==> src/rtl/pll_pkg.sv <==
// pll_pkg: shared types and constants for the PLL dynamic phase-shift initiator.
//   ph_state_t   - sequencer states
//   PHASE_SEL_W  - width of the PLL PHASE_SEL field
//   PHASE_POS_W  - width of each per-output signed step-position counter
//   max3/cnt_w   - helpers for sizing the shared step-timing counter
package pll_pkg;

    typedef enum logic [2:0] {
        PH_IDLE,
        PH_SETUP,
        PH_STEP_LO,
        PH_STEP_HI,
        PH_LOAD,
        PH_FIN
    } ph_state_t;

    localparam int PHASE_SEL_W = 3;
    localparam int PHASE_POS_W = 16;

    function automatic int max3(input int a, input int b, input int c);
        int m;
        m = (a > b) ? a : b;
        return (m > c) ? m : c;
    endfunction

    // A counter that must hold 0..m-1; never narrower than one bit.
    function automatic int cnt_w(input int m);
        return (m > 1) ? $clog2(m) : 1;
    endfunction

endpackage

==> src/rtl/pll_lock_sync.sv <==
// pll_lock_sync: two-flop synchroniser for the asynchronous PLL lock signal.
//   i_clk   - destination clock
//   i_rst   - asynchronous active-high reset, clears both flops
//   i_async - asynchronous input (PLL lock)
//   o_sync  - synchronised copy, two cycles of latency
module pll_lock_sync (
    input  logic i_clk,
    input  logic i_rst,
    input  logic i_async,
    output logic o_sync
);

    logic r_meta;
    logic r_sync;

    always_ff @(posedge i_clk or posedge i_rst) begin
        if (i_rst) begin
            r_meta <= 1'b0;
            r_sync <= 1'b0;
        end else begin
            r_meta <= i_async;
            r_sync <= r_meta;
        end
    end

    assign o_sync = r_sync;

endmodule

==> src/rtl/pll_phase_ctrl.sv <==
// pll_phase_ctrl: drives the PLL dynamic phase-shift port. Each accepted request
// "shift output sel by N fine steps in direction dir" becomes a setup hold, N
// timed active-low step pulses and a final one-cycle load strobe.
//   i_clk, i_rst         - clock (PLL reference domain), async active-high reset
//   i_pll_lock           - asynchronous PLL lock, synchronised internally
//   i_req_*/o_req_ready  - single-request valid/ready handshake
//   o_busy/o_done/o_err  - status; done and err are one-cycle pulses
//   o_phase_sel/dir/step_n, o_load_phase - PLL phase-shift port
//   o_phase_pos          - per-output signed step positions
// Build option: define PLL_PHASE_TRACK_EN to keep a 16-bit signed step
// position per output; otherwise o_phase_pos is tied to zero.
module pll_phase_ctrl
    import pll_pkg::*;
#(
    parameter int NUM_OUT   = 5,
    parameter int STEP_W    = 8,
    parameter int SETUP_CYC = 2,
    parameter int PULSE_CYC = 4,
    parameter int GAP_CYC   = 8
) (
    input  logic                           i_clk,
    input  logic                           i_rst,
    input  logic                           i_pll_lock,
    input  logic                           i_req_valid,
    output logic                           o_req_ready,
    input  logic [PHASE_SEL_W-1:0]         i_req_sel,
    input  logic                           i_req_dir,
    input  logic [STEP_W-1:0]              i_req_steps,
    output logic                           o_busy,
    output logic                           o_done,
    output logic                           o_err,
    output logic [PHASE_SEL_W-1:0]         o_phase_sel,
    output logic                           o_phase_dir,
    output logic                           o_phase_step_n,
    output logic                           o_load_phase,
    output logic [NUM_OUT*PHASE_POS_W-1:0] o_phase_pos
);

    localparam int CNT_W = cnt_w(max3(SETUP_CYC, PULSE_CYC, GAP_CYC));
    localparam logic [CNT_W-1:0] SETUP_LD = CNT_W'(SETUP_CYC - 1);
    localparam logic [CNT_W-1:0] PULSE_LD = CNT_W'(PULSE_CYC - 1);
    localparam logic [CNT_W-1:0] GAP_LD   = CNT_W'(GAP_CYC - 1);

    ph_state_t               r_state;
    logic [CNT_W-1:0]        r_cnt;
    logic [STEP_W-1:0]       r_rem;
    logic                    r_ready;
    logic                    r_busy;
    logic                    r_done;
    logic                    r_err;
    logic [PHASE_SEL_W-1:0]  r_sel;
    logic                    r_dir;
    logic                    r_step_n;
    logic                    r_load;
    logic                    w_lock_s;
    logic                    w_abort;

    pll_lock_sync u_lock_sync (
        .i_clk   (i_clk),
        .i_rst   (i_rst),
        .i_async (i_pll_lock),
        .o_sync  (w_lock_s)
    );

    // Lock loss only aborts while the PLL port is being exercised; FIN has
    // already committed the done pulse.
    assign w_abort = !w_lock_s &&
                     (r_state inside {PH_SETUP, PH_STEP_LO, PH_STEP_HI, PH_LOAD});

    always_ff @(posedge i_clk or posedge i_rst) begin
        if (i_rst) begin
            r_state  <= PH_IDLE;
            r_cnt    <= '0;
            r_rem    <= '0;
            r_ready  <= 1'b0;
            r_busy   <= 1'b0;
            r_done   <= 1'b0;
            r_err    <= 1'b0;
            r_sel    <= '0;
            r_dir    <= 1'b0;
            r_step_n <= 1'b1;
            r_load   <= 1'b0;
        end else begin
            r_done <= 1'b0;
            r_err  <= 1'b0;
            if (w_abort) begin
                r_state  <= PH_IDLE;
                r_step_n <= 1'b1;
                r_load   <= 1'b0;
                r_err    <= 1'b1;
                r_busy   <= 1'b0;
                r_ready  <= 1'b0;
            end else begin
                case (r_state)
                    PH_IDLE: begin
                        r_ready <= w_lock_s;
                        if (i_req_valid && r_ready) begin
                            if (int'(i_req_sel) >= NUM_OUT) begin
                                // Rejected: stay idle, PLL port untouched.
                                r_err <= 1'b1;
                            end else if (i_req_steps == '0) begin
                                r_state <= PH_FIN;
                                r_done  <= 1'b1;
                                r_busy  <= 1'b1;
                                r_ready <= 1'b0;
                            end else begin
                                r_state <= PH_SETUP;
                                r_cnt   <= SETUP_LD;
                                r_sel   <= i_req_sel;
                                r_dir   <= i_req_dir;
                                r_rem   <= i_req_steps;
                                r_busy  <= 1'b1;
                                r_ready <= 1'b0;
                            end
                        end
                    end
                    PH_SETUP: begin
                        if (r_cnt == '0) begin
                            r_state  <= PH_STEP_LO;
                            r_step_n <= 1'b0;
                            r_cnt    <= PULSE_LD;
                        end else begin
                            r_cnt <= r_cnt - 1'b1;
                        end
                    end
                    PH_STEP_LO: begin
                        if (r_cnt == '0) begin
                            r_state  <= PH_STEP_HI;
                            r_step_n <= 1'b1;
                            r_cnt    <= GAP_LD;
                            r_rem    <= r_rem - 1'b1;
                        end else begin
                            r_cnt <= r_cnt - 1'b1;
                        end
                    end
                    PH_STEP_HI: begin
                        if (r_cnt != '0) begin
                            r_cnt <= r_cnt - 1'b1;
                        end else if (r_rem == '0) begin
                            r_state <= PH_LOAD;
                            r_load  <= 1'b1;
                        end else begin
                            r_state  <= PH_STEP_LO;
                            r_step_n <= 1'b0;
                            r_cnt    <= PULSE_LD;
                        end
                    end
                    PH_LOAD: begin
                        r_state <= PH_FIN;
                        r_load  <= 1'b0;
                        r_done  <= 1'b1;
                    end
                    PH_FIN: begin
                        r_state <= PH_IDLE;
                        r_busy  <= 1'b0;
                        r_ready <= w_lock_s;
                    end
                    default: r_state <= PH_IDLE;
                endcase
            end
        end
    end

`ifdef PLL_PHASE_TRACK_EN
    logic [NUM_OUT-1:0][PHASE_POS_W-1:0] r_pos;
    logic                                w_step_end;

    // A step counts when its low pulse runs to completion (rising edge that
    // ends STEP_LO); a pulse truncated by an abort does not count.
    assign w_step_end = (r_state == PH_STEP_LO) && (r_cnt == '0) && !w_abort;

    always_ff @(posedge i_clk or posedge i_rst) begin
        if (i_rst) begin
            r_pos <= '0;
        end else if (w_step_end) begin
            // +1 for advance, all-ones (-1) for retard; wraps naturally.
            r_pos[r_sel] <= r_pos[r_sel] + {{(PHASE_POS_W-1){~r_dir}}, 1'b1};
        end
    end

    assign o_phase_pos = r_pos;
`else
    assign o_phase_pos = '0;
`endif

    assign o_req_ready    = r_ready;
    assign o_busy         = r_busy;
    assign o_done         = r_done;
    assign o_err          = r_err;
    assign o_phase_sel    = r_sel;
    assign o_phase_dir    = r_dir;
    assign o_phase_step_n = r_step_n;
    assign o_load_phase   = r_load;

endmodule

==> config.mk <==
export PLATFORM = sky130hd
export DESIGN_NAME = pll_phase_ctrl
export DESIGN_NICKNAME = d
export VERILOG_FILES = /design/src/rtl/pll_pkg.sv /design/src/rtl/pll_lock_sync.sv /design/src/rtl/pll_phase_ctrl.sv
export SDC_FILE = /design/constraint.sdc
export NUM_CORES = 1
export LEC_CHECK = 0
export CAP_MARGIN = 5
export CORE_MARGIN = 2
export CORE_UTILIZATION = 43
export DETAILED_ROUTE_END_ITERATION = 6
export GPL_ROUTABILITY_DRIVEN = 0
export PLACE_DENSITY = 0.85
export SLEW_MARGIN = 20
export SYNTH_ARGS = -nofsm -noshare
export SYNTH_HDL_FRONTEND = slang
export SYNTH_SLANG_ARGS = --single-unit
==> constraint.sdc <==
create_clock -name i_clk -period 4.34 [get_ports i_clk]
set_input_delay 1.302 -clock i_clk [delete_from_list [all_inputs] [get_ports i_clk]]
set_output_delay 1.302 -clock i_clk [all_outputs]
set_load 0.005 [all_outputs]
# Word-level counts from Yosys, hierarchy flattened

Index checks and enable logic that the tools add are counted.
W data, S select, Z words.

Bits in registers: 26
Output and inout port bits: 90

Add/sub/neg operators: 2
Order comparisons: 1
Equal/unequal tests: 17
Mux-type cells: 49
Bitwise gates (word level): 3
Reduce and logical (&&, ||, !) cells: 21

Operator list:

| kind                  | number |
|---|---|
| $mux W3               | 15 |
| $mux W8               | 4 |
| $mux W1               | 22 |
| $logic_not A8 Y1      | 2 |
| $pmux W8 S2           | 1 |
| $ne A3 B3 Y1 const B  | 5 |
| $pmux W3 S5           | 1 |
| $reduce_and A5 Y1     | 3 |
| $pmux W3 S4           | 1 |
| $reduce_and A6 Y1     | 2 |
| $reduce_bool A4 Y1    | 3 |
| $ne A3 B2 Y1 const B  | 3 |
| $reduce_bool A3 Y1    | 3 |
| $pmux W1 S2           | 4 |
| $sub A8 B1 Y8 const B | 1 |
| $eq A3 B2 Y1 const B  | 2 |
| $eq A3 B3 Y1 const B  | 2 |
| $logic_not A3 Y1      | 2 |
| $ne A2 B2 Y1 const B  | 3 |
| $reduce_and A3 Y1     | 2 |
| $eq A3 B1 Y1 const B  | 1 |
| $ge A3 B3 Y1 const B  | 1 |
| $not A1 Y1            | 3 |
| $pmux W1 S3           | 1 |
| 5 further kinds       | 6 |

# Longest topological paths before layout

Gate-level depths: netlist of run 1.

Depth in word-level cells: 6
Gate-level depth with buffers: 7

# Hierarchy

A second synthesis of run 1 with hierarchy kept.

Cells, all modules: 266
Area, all modules: 2237.1 µm²

By module, submodules not included:

| module         | times used | cells each | area each (µm²) |
|---|---|---|---|
| pll_phase_ctrl | 1          | 263        | 2183.3 |
| pll_lock_sync  | 1          | 3          | 53.8 |

# Worst setup path after synthesis of run 1

OpenSTA, ideal clock, no wires.

Path kind: input-to-reg
Start: input i_req_sel[1]
End: register r_rem[1]
Library setup time: 125 ps
Data arrival time: 2696 ps
Data required time: 4215 ps
Slack: 1519 ps
Cell stages on the path: 6
Path buffers: 1
Cells stage by stage: o21ai_2 -> or3b_4 -> or2_1 -> buf_6 -> a21oi_4 -> mux2_4

Word-level cells in the longest chain between the ends: 3

Ends and longest elaborated chain:

| item                        | RTL line              | source |
|---|---|---|
| from (decl)                 | pll_phase_ctrl.sv:26  | `input logic [PHASE_SEL_W-1:0] i_req_sel,` |
| $ge A3 B3 Y1                | pll_phase_ctrl.sv:98  | `if (int'(i_req_sel) >= NUM_OUT) begin` |
| $ne A2 B2 Y1 (no line)      | -                     |  |
| $reduce_and A6 Y1 (no line) | -                     |  |
| to (signal assigned)        | pll_phase_ctrl.sv:111 | `r_rem <= i_req_steps;` |
| to (signal assigned)        | pll_phase_ctrl.sv:131 | `r_rem <= r_rem - 1'b1;` |
| to (decl)                   | pll_phase_ctrl.sv:46  | `logic [STEP_W-1:0] r_rem;` |

No other way between the ends.
A chain may end at the register's enable or synchronous reset.

# Final worst setup path of run 1

Start: input i_req_sel[0]
End: register r_rem[1]

The elaborated chain is that of the path after synthesis.

==> metrics.md, run 1 <==
| Metric | Value |
|---|---|
| Port bufs | 25 |
| Die X-Extent | about 75 µm |
| Fmax | 319 MHz |
| Synth Flop Type | dfrtp_1 |
| Via density | 4.65 |
| Final Cycle Share | between 70% and 80% |
| Routed Antenna Nets | 0 |
| Placed cell count | approximately 330 |
| DRC viols | 0 |
| Fin. max-slew vios | 0 |
| Finished Layout Cells | between 300 and 400 |
| Minimum clock period | around 3.1 ns |
| Setup bufs post-CTS | 0 |
| Total vias in the final route | 1533 |
| Synth warn | 0 |
| Post-CTS resize count | 0 |
| Slowest CP cell | clkdlybuf4s50_1 |
| WS Path Type | in2reg |
| Post-synth EDFFs | 0 |
| Post-Syn Instances | between 200 and 250 |
| Least-Margin Pin Slew | between 0.9 and 1 ns |
| Antenna cells | 0 |
| Maximum vdd drop | between 0.1 and 0.15 mV |
| Compound-gate portion of the synthesized area | between 15 and 20% |
| CP Data Required Time | around 4.5 ns |
| Fraction of layout cells with a size suffix above 1 | between 8 and 9% |
| Final hold vios | 0 |
| Pwr Density | roughly 400 mW/mm² |
| Largest net degree at the start of global routing | 27 |
| Max-cap violation count | 0 |
| XOR/XNOR share of the synthesized area | 0% |
| Initial Util | between 40% and 50% |
| DRT Pass-1 Iters | 4 |
| 1st-iter DRT viols | between 100 and 150 |
| CP endpoint kind | register |
| Die area | 0.00558 mm² |
| Fillers | about 480 |
| Initial antenna violation count | 0 |
| FF+latch count, synth | 26 |
| Final setup violation count | 0 |
| Worst Path Buf+Inv | 1 |
| Hold WC Path Type | reg2reg |
| Area of the multi-input gates | approximately 0.0011 mm² |
| Asr flop ratio synth | 100% |
| GRT overflow | 0 |
| Seq/Total Area, Yosys | a little over 30% |
| Synth Area per Inst | roughly 8.8 µm² |
| Vias in the first global route | approximately 1300 |
| Delay-heaviest family, CP | simple AND/OR/NAND/NOR gates |
| Hpwl dp | 2900 µm |
| Max transition margin | about two fifths |
| Root buffer cell | clkbuf_8 |
| Largest family of logic cells by synthesized area | buffers and inverters |
| Setup TNS | 0 ns |
| DIE HEIGHT | 74.7 µm |
| WP data arrival | between 3 and 4 ns |
| Max stage delay on crit path | 0.45 ns |
| First-pass GRT wire length | 5880 µm |
| Clock buffer depth | 2 |
| Crit Path Max Fanout | 7 |
| CTS clk-pin slew, worst paths | 0.09 ns |
| Clk Latency, worst-skew pair | 0.27 ns |
| Final wirelength | ~3800 µm |
| Core ar. | approximately 0.0048 mm² |
| Register area | about 650 µm² |
| Layout Nets | 284 |
| Post-Route Skew | between 0.001 and 0.0015 ns |
| Multiplexer share of the synthesized area | under 10% |
| CTS tree | done |
| Post-Synth Simple-Gate Area | between 10 and 15% |
| Clk sinks | 26 |
| Synth cell types | 51 |
| Num CTS Buffers | 3 |
| RSZ-0062 raised after global routing | false |
| Post-Synth Adder-Cell Area | ~2.3% |
| P_leak | around 0.97 nW |
| CTS Hold Bufs | 0 |
| CP cell instances | clkdlybuf4s50_1 > o21ai_2 > or3b_4 > or2_1 > a21oi_4 > mux2_4 |
| CP startpoint kind | input port |
| Status | finished clean |
| # H-tree levels | 1 |
| Rows | 25 |
| Area delta synth->final | 1.40% |
| Total Routing Usage GR | between 10% and 20% |
| DR WL/cell | around 11 µm |
| Ports | 106 |
| Mapped Area | ~0.0021 mm² |
==> sequential cells by signal, indices dropped and copies added (netlist names), 3 cells and up <==
name         count
r_rem            8
o_phase_sel      3
r_cnt            3
r_state          3
==> cell families after synthesis <==
| logic type | after synthesis |
|---|---|
| buffers and inverters | 97 |
| other | 1 |
| adder cells (fa/ha/maj) | 4 |
| multiplexers | 9 |
| flip-flops | 26 |
| AO/OA/AOI/OAI | 53 |
| AND/OR/NAND/NOR | 54 |
==> cell usage after synthesis, drive strengths merged, types with 2 or more instances <==
master | instances | area share [%]
buf | 83 | 29
dfrtp | 25 | 29
a21oi | 14 | 3.8
nand2 | 14 | 2.4
o21ai | 14 | 3.4
nor2 | 9 | 1.9
inv | 8 | 1.4
mux2 | 7 | 3.8
nand3 | 7 | 1.6
clkbuf | 6 | 1.5
a31oi | 5 | 1.5
a2bb2oi | 4 | 1.6
ha | 4 | 2.3
a221oi | 3 | 1.5
nor3 | 3 | 0.70
nor4 | 3 | 1.2
o22ai | 3 | 0.87
or2 | 3 | 0.87
or4 | 3 | 1.0
mux2i | 2 | 0.93
nand3b | 2 | 0.70
o21a | 2 | 0.70
or3 | 2 | 0.58
==> cell type report <==
cell class	count	share of cell area, %
clock buffer	4	2.53
multi-input combinational	200	50.9
timing repair buffer	25	11.5
sequential	26	29.9
inverter	8	1.38
tap	67	3.85
==> worst reg2reg max path: cells and delay by family, from the launching register on <==
kind / cells / cell delay, ns
muxes: 1 / 0.32
DFF: 1 / 0.60
AOI/OAI and AO/OA: 1 / 0.29
and+or+nand+nor: 2 / 0.86
==> power breakdown <==
part / internal [mW] / switching, mW
clock: 0.0811 / 0.0764
combinational: 0.162 / 0.149
sequential: 0.319 / 0.0702
==> per-layer routing <==
layer  routed length [µm]  part of all wire, %  GRT usage (%)
met3                  305                  8.1           2.81
met2                 1950                   51           22.2
met1                 1470                   39           17.3
met4                   63                  1.7           4.76
met5                    0                    0              0
==> per-stage QoR <==
step	hold slack, ns	utilization, %	instance area [µm²]	total power [mW]	setup WS [ns]
finish	0.353	45.5	2180	0.858	1.20
global route	0.371	45.5	2180	0.919	1.13
CTS	0.356	45.5	2180	0.860	1.21
detailed placement	0.336	44.4	2120	0.702	0.926
global placement	0.332	44.4	2120	0.688	0.970
floorplan	0.331	-	2450	0.641	1.52
==> worst paths after layout <==
path / from / to / slack [ns] / cells past startpoint
max: i_req_sel[0] / r_rem[1]$_DFFE_PP0P_ / 1.20 / 6
min: u_lock_sync.r_meta$_DFF_PP0_ / u_lock_sync.o_sync$_DFF_PP0_ / 0.35 / 0
max reg2reg: r_state[1]$_DFFE_PP0P_ / r_rem[1]$_DFFE_PP0P_ / 2.17 / 4
min reg2reg: u_lock_sync.r_meta$_DFF_PP0_ / u_lock_sync.o_sync$_DFF_PP0_ / 0.35 / 0
max in group asynchronous: i_rst / r_state[1]$_DFFE_PP0P_ / 2.50 / 2
min in group asynchronous: i_rst / o_phase_sel[1]$_DFFE_PP0P_ / 1.42 / 2
==> layout by cell type, fill, tap and decap left out, types with 2 or more instances in the layout <==
| cell | instances |
|---|---|
| a21oi_1 | 13 |
| a221oi_1 | 2 |
| a2bb2oi_1 | 4 |
| a31oi_1 | 5 |
| clkbuf_8 | 4 |
| clkdlybuf4s50_1 | 25 |
| conb_1 | 80 |
| dfrtp_1 | 25 |
| ha_1 | 4 |
| inv_1 | 7 |
| mux2_2 | 6 |
| mux2i_1 | 2 |
| nand2_1 | 14 |
| nand3_1 | 7 |
| nand3b_1 | 2 |
| nor2_1 | 8 |
| nor3_1 | 3 |
| nor4_1 | 2 |
| o21a_1 | 2 |
| o21ai_0 | 13 |
| o22ai_1 | 3 |
| or2_2 | 2 |
| or3_1 | 2 |
| or4_1 | 3 |
(Power assumes the default switching activity.)
==> run 2: changes to the inputs <==
Settings changed: CORE_UTILIZATION 43 to 37, PLACE_DENSITY 0.85 to 0.77.
Clock period 4.34 ns to 2.6 ns, I/O delays scaled along.
==> metrics.md, run 2 (synthesis results as in run 1) <==
| Metric | Value |
|---|---|
| DR WL/cell | roughly 11 µm |
| Fmax | roughly 400 MHz |
| 1st-iter DRT viols | 53 |
| First-pass GRT wire length | 6070 µm |
| WP data arrival | ~2.6 ns |
| Routed Antenna Nets | 0 |
| Setup WS pre-CTS | -0.147 ns |
| WS Path Type | in2reg |
| Core ar. | 0.00557 mm² |
| Minimum clock period | 2.46 ns |
| Area of the multi-input gates | 0.00111 mm² |
| Max transition margin | 62.1% |
| Total vias in the final route | between 1500 and 2000 |
| GRT overflow | 0 |
| Die area | between 0.006 and 0.007 mm² |
| DIE HEIGHT | 80.2 µm |
| Least-Margin Pin Slew | around 0.56 ns |
| Vias in the first global route | approximately 1300 |
| Register name with the most flops | r_rem |
| Fillers | approximately 560 |
| Setup TNS | 0 ns |
| Initial antenna violation count | 0 |
| Post-CTS resize count | 0 |
| Root buffer cell | clkbuf_8 |
| Internal | between 0.9 and 1 mW |
| Ports | ~110 |
| P_leak | approximately 1.0 nW |
| Max-cap violation count | 0 |
| Crit Path Max Fanout | 4 |
| Pwr Density | between 600 and 700 mW/mm² |
| CTS Hold Bufs | 0 |
| Commonest non-fill, non-tap cell in the layout | conb_1 |
| Worst setup margin | approximately 0.14 ns |
| Num CTS Buffers | 3 |
| Clk sinks | 26 |
| CP startpoint kind | input port |
| Largest register FFs | 8 |
| Initial Util | between 30% and 40% |
| CTS clk-pin slew, worst paths | approximately 0.090 ns |
| Placed cell count | 348 |
| Sequential fraction of design power | roughly 45% |
| Final setup violation count | 0 |
| Clk Latency, worst-skew pair | 0.27 ns |
| Total chip power | 1.43 mW |
| Register area | around 650 µm² |
| Clock buffer depth | 2 |
| Maximum vdd drop | approximately 0.38 mV |
| Largest net degree at the start of global routing | 27 |
| Commonest non-fill, non-tap cells in the layout | conb_1 (80), clkdlybuf4s50_1 (25), dfrtp_1 (25) |
| Fraction of layout cells with a size suffix above 1 | a little over an eighth |
| Setup bufs post-CTS | 0 |
| Net load switching power | roughly 0.50 mW |
| Status | finished clean |
| # H-tree levels | 1 |
| Comb pwr share | about two fifths |
| Hpwl dp | between 3000 and 4000 µm |
| CTS tree | done |
| Port bufs | 25 |
| Fin. max-slew vios | 0 |
| RSZ-0062 raised after global routing | false |
| DRT Pass-1 Iters | 4 |
| Clk pwr share | roughly 16% |
| CP Data Required Time | approximately 2.8 ns |
| Final hold vios | 0 |
| CP endpoint kind | register |
| Die X-Extent | 80.2 µm |
| Net Sw Frac | about a third |
| Layout Nets | 301 |
| Area delta synth->final | 7.16% |
| Post-Route Skew | 0.00735 ns |
| Finished Layout Cells | 352 |
| Total Routing Usage GR | a little under an eighth |
| Via density | approximately 4.5 |
| Final Cycle Share | a little over nine tenths |
| DRC viols | 0 |
| Final wirelength | about 4000 µm |
| Hold WC Path Type | reg2reg |
| Rows | 27 |
| Antenna cells | 0 |
-- run 2: worst max-delay path, cell delays in order --
cell and delay (ns):
clkdlybuf4s50_1 0.43, o21ai_2 0.18, or3b_4 0.41, or2_1 0.29, a21oi_4 0.21, mux2_4 0.31
-- run 2: per-stage QoR --
| step | utilization, % | hold slack (ns) | area, µm² |
|---|---|---|---|
| 3_3_place_gp | 40.5 | 0.335 | 2260 |
| 6_report | 41.3 | 0.359 | 2300 |
| 2_1_floorplan | - | 0.331 | 2450 |
| 3_5_place_dp | 40.5 | 0.353 | 2260 |
| 4_1_cts | 41.3 | 0.366 | 2300 |
| 5_1_grt | 41.3 | 0.375 | 2300 |
-- run 2: path summary, 6_finish.rpt --
check / start / end / slack (ns) / cells past startpoint
worst max register to register: r_rem[3]$_DFFE_PP0P_ / r_cnt[1]$_DFFE_PP0P_ / 0.49 / 4
worst min-delay path: u_lock_sync.r_meta$_DFF_PP0_ / u_lock_sync.o_sync$_DFF_PP0_ / 0.36 / 0
worst max-delay path: i_req_sel[1] / r_rem[1]$_DFFE_PP0P_ / 0.14 / 6
max in group asynchronous: i_rst / o_phase_step_n$_DFFE_PP1P_ / 1.46 / 3
worst min register to register: u_lock_sync.r_meta$_DFF_PP0_ / u_lock_sync.o_sync$_DFF_PP0_ / 0.36 / 0
min in group asynchronous: i_rst / o_phase_sel[1]$_DFFE_PP0P_ / 0.84 / 3
-- run 2: power by group through the flow --
stage	registers [mW]	logic (mW)	clock network, mW
2_1_floorplan	0.621	0.449	0
3_3_place_gp	0.644	0.533	0
3_5_place_dp	0.652	0.548	0
4_1_cts	0.644	0.552	0.240
5_1_grt	0.664	0.614	0.258
6_report	0.647	0.549	0.235
-- run 2: cell type report --
type / count / share of cell area, %
Sequential cell: 26 / 28.3
Tap cell: 72 / 3.91
Timing Repair Buffer: 42 / 16.4
Inverter: 8 / 1.30
Multi-Input combinational cell: 200 / 48.1
Clock buffer: 4 / 1.96
-- run 2: metal layers --
| metal | wire, µm | GRT usage (%) | up-vias |
|---|---|---|---|
| met2 | 1980 | 20.1 | 76 |
| met1 | 1680 | 15.1 | 747 |
| li1 | - | - | 763 |
| met5 | 0 | 0 | - |
| met4 | 61 | 4.75 | 0 |
| met3 | 249 | 1.91 | 7 |
==> run 3: changes to the inputs <==
Settings changed: ABC_CLOCK_PERIOD_IN_PS set to 2600, CORE_UTILIZATION 37 to 38, CTS_BUF_LIST set to sky130_fd_sc_hd__clkbuf_2 sky130_fd_sc_hd__clkbuf_4 sky130_fd_sc_hd__clkbuf_8, PLACE_DENSITY 0.77 to 0.79.
==> metrics.md, run 3 (synthesis results as in run 1) <==
| Metric | Value |
|---|---|
| Status | finished clean |
| Post-Route Skew | roughly 0.0030 ns |
| Max stage delay on crit path | roughly 0.43 ns |
| Worst min-delay path endpoint | u_lock_sync.o_sync$_DFF_PP0_ |
| Final setup violation count | 0 |
| R2R Setup Slk | approximately 0.48 ns |
| DIE HEIGHT | roughly 79 µm |
| Hpwl dp | 3000 µm |
| Via density | approximately 4.7 |
| Max transition margin | roughly three fifths |
| CTS Hold Bufs | 0 |
| WS Path Type | in2reg |
| Post-CTS resize count | 0 |
| Fraction of layout cells with a size suffix above 1 | roughly an eighth |
| Setup TNS | 0 ns |
| Finished Core Util | between 40% and 50% |
| Die X-Extent | slightly below 80 µm |
| Minimum clock period | 2.46 ns |
| Worst Path Buf+Inv | 1 |
| GRT overflow | 0 |
| CTS tree | done |
| Initial Util | about two fifths |
| Vias in the first global route | 1403 |
| DRT Pass-1 Iters | 4 |
| Final hold vios | 0 |
| # H-tree levels | 1 |
| Fmax | slightly above 400 MHz |
| Ports | ~110 |
| Clk sinks | 26 |
| 1st-iter DRT viols | ~120 |
| Pwr Density | 637 mW/mm² |
| P_leak | 1.03 nW |
| Worst R2R End | r_cnt[1]$_DFFE_PP0P_ |
| Setup WS pre-CTS | -0.125 ns |
| First-pass GRT wire length | just over 6000 µm |
| DRC viols | 0 |
| Die area | about 0.0063 mm² |
| Least-Margin Pin Slew | between 0.6 and 0.7 ns |
| RSZ-0062 raised after global routing | false |
| Hold_sp | u_lock_sync.r_meta$_DFF_PP0_ |
| Routed Antenna Nets | 0 |
| Initial antenna violation count | 0 |
| Final wirelength | 3930 µm |
| Register name with the most flops | r_rem |
| Layout Nets | 296 |
| Commonest non-fill, non-tap cells in the layout | conb_1 (80), clkdlybuf4s50_1 (25), dfrtp_1 (25) |
| CTS clk-pin slew, worst paths | 0.09 ns |
| DR WL/cell | between 10 and 15 µm |
| Antenna cells | 0 |
| CP Data Required Time | 2.78 ns |
| Largest register FFs | 8 |
| Delay-heaviest family, CP | compound AO/OA/AOI/OAI gates |
| Hold Path Depth | 0 |
| Largest net degree at the start of global routing | 27 |
| Core ar. | 0.00547 mm² |
| Final cell area excluding filler cells | ~0.0023 mm² |
| Total vias in the final route | approximately 1600 |
| Reg-to-reg startpoint | r_rem[3]$_DFFE_PP0P_ |
| Clk Latency, worst-skew pair | 0.27 ns |
| Post-Place Cell Area | between 0.002 and 0.0025 mm² |
| Num CTS Buffers | 3 |
| Stages on the worst setup path | 6 |
| Area delta synth->final | 5.88% |
| CP startpoint kind | input port |
| Rows | 27 |
| Port bufs | 25 |
| Final Cycle Share | between 90 and 100% |
| Fin. max-slew vios | 0 |
| Maximum vdd drop | between 0.2 and 0.25 mV |
| Root buffer cell | clkbuf_8 |
| Max-cap violation count | 0 |
| Worst reg-to-reg path cell count | 4 |
| Total Routing Usage GR | roughly an eighth |
| Setup bufs post-CTS | 0 |
| Clock buffer depth | 2 |
| Commonest non-fill, non-tap cell in the layout | conb_1 |
| CP cell instances | clkdlybuf4s50_1 > o21ai_2 > or3b_4 > o21ai_0 > a31oi_1 > a211oi_1 |
| Worst setup margin | around 0.14 ns |
| CP endpoint kind | register |
| Slowest CP cell | clkdlybuf4s50_1 |
| Hold WC Path Type | reg2reg |
| Crit Path Max Fanout | 5 |
| WP data arrival | 2.64 ns |
==> run 3: worst max-delay path by stage <==
stage	endpoint	startpoint	slack [ns]
after global placement	r_rem[1]$_DFFE_PP0P_	i_req_sel[1]	-0.09
after global routing	r_rem[7]$_DFFE_PP0P_	i_req_sel[1]	0.04
after CTS	r_rem[7]$_DFFE_PP0P_	i_req_sel[1]	0.16
after detailed placement	r_rem[7]$_DFFE_PP0P_	i_req_sel[1]	-0.12
after floorplan	r_rem[1]$_DFFE_PP0P_	i_req_sel[1]	0.30
final	r_rem[7]$_DFFE_PP0P_	i_req_sel[1]	0.14
==> run 3: layer usage <==
| metal | wire length [µm] | vias to the layer above | track usage (%) | part of all wire, % |
|---|---|---|---|---|
| met2 | 2000 | 102 | 21.7 | 51 |
| met5 | 0 | - | 0 | 0 |
| met1 | 1500 | 763 | 14.0 | 38 |
| li1 | - | 745 | - | - |
| met3 | 351 | 11 | 2.05 | 8.9 |
| met4 | 78 | 0 | 4.83 | 2.0 |
==> run 3: where the power goes <==
group	total (mW)	switching, mW	internal [mW]	leakage, nW
Combinational	0.534	0.254	0.280	0.689
Sequential	0.654	0.121	0.533	0.312
Clock	0.263	0.127	0.136	0.0288
==> run 3: layout make-up <==
type,instances,area [µm²]
Fill cell,546,3200
Multi-Input combinational cell,200,1110
Sequential cell,26,652
Timing Repair Buffer,37,340
Tap cell,72,90.1
Clock buffer,4,55.1
Inverter,8,30.0
==> run 3: through the flow <==
stage | power [mW] | cells | hold slack (ns)
2_1_floorplan | 1.07 | 323 | 0.331
3_3_place_gp | 1.16 | 343 | 0.333
3_5_place_dp | 1.19 | 343 | 0.335
4_1_cts | 1.45 | 347 | 0.355
5_1_grt | 1.54 | 347 | 0.379
6_report | 1.45 | 347 | 0.354
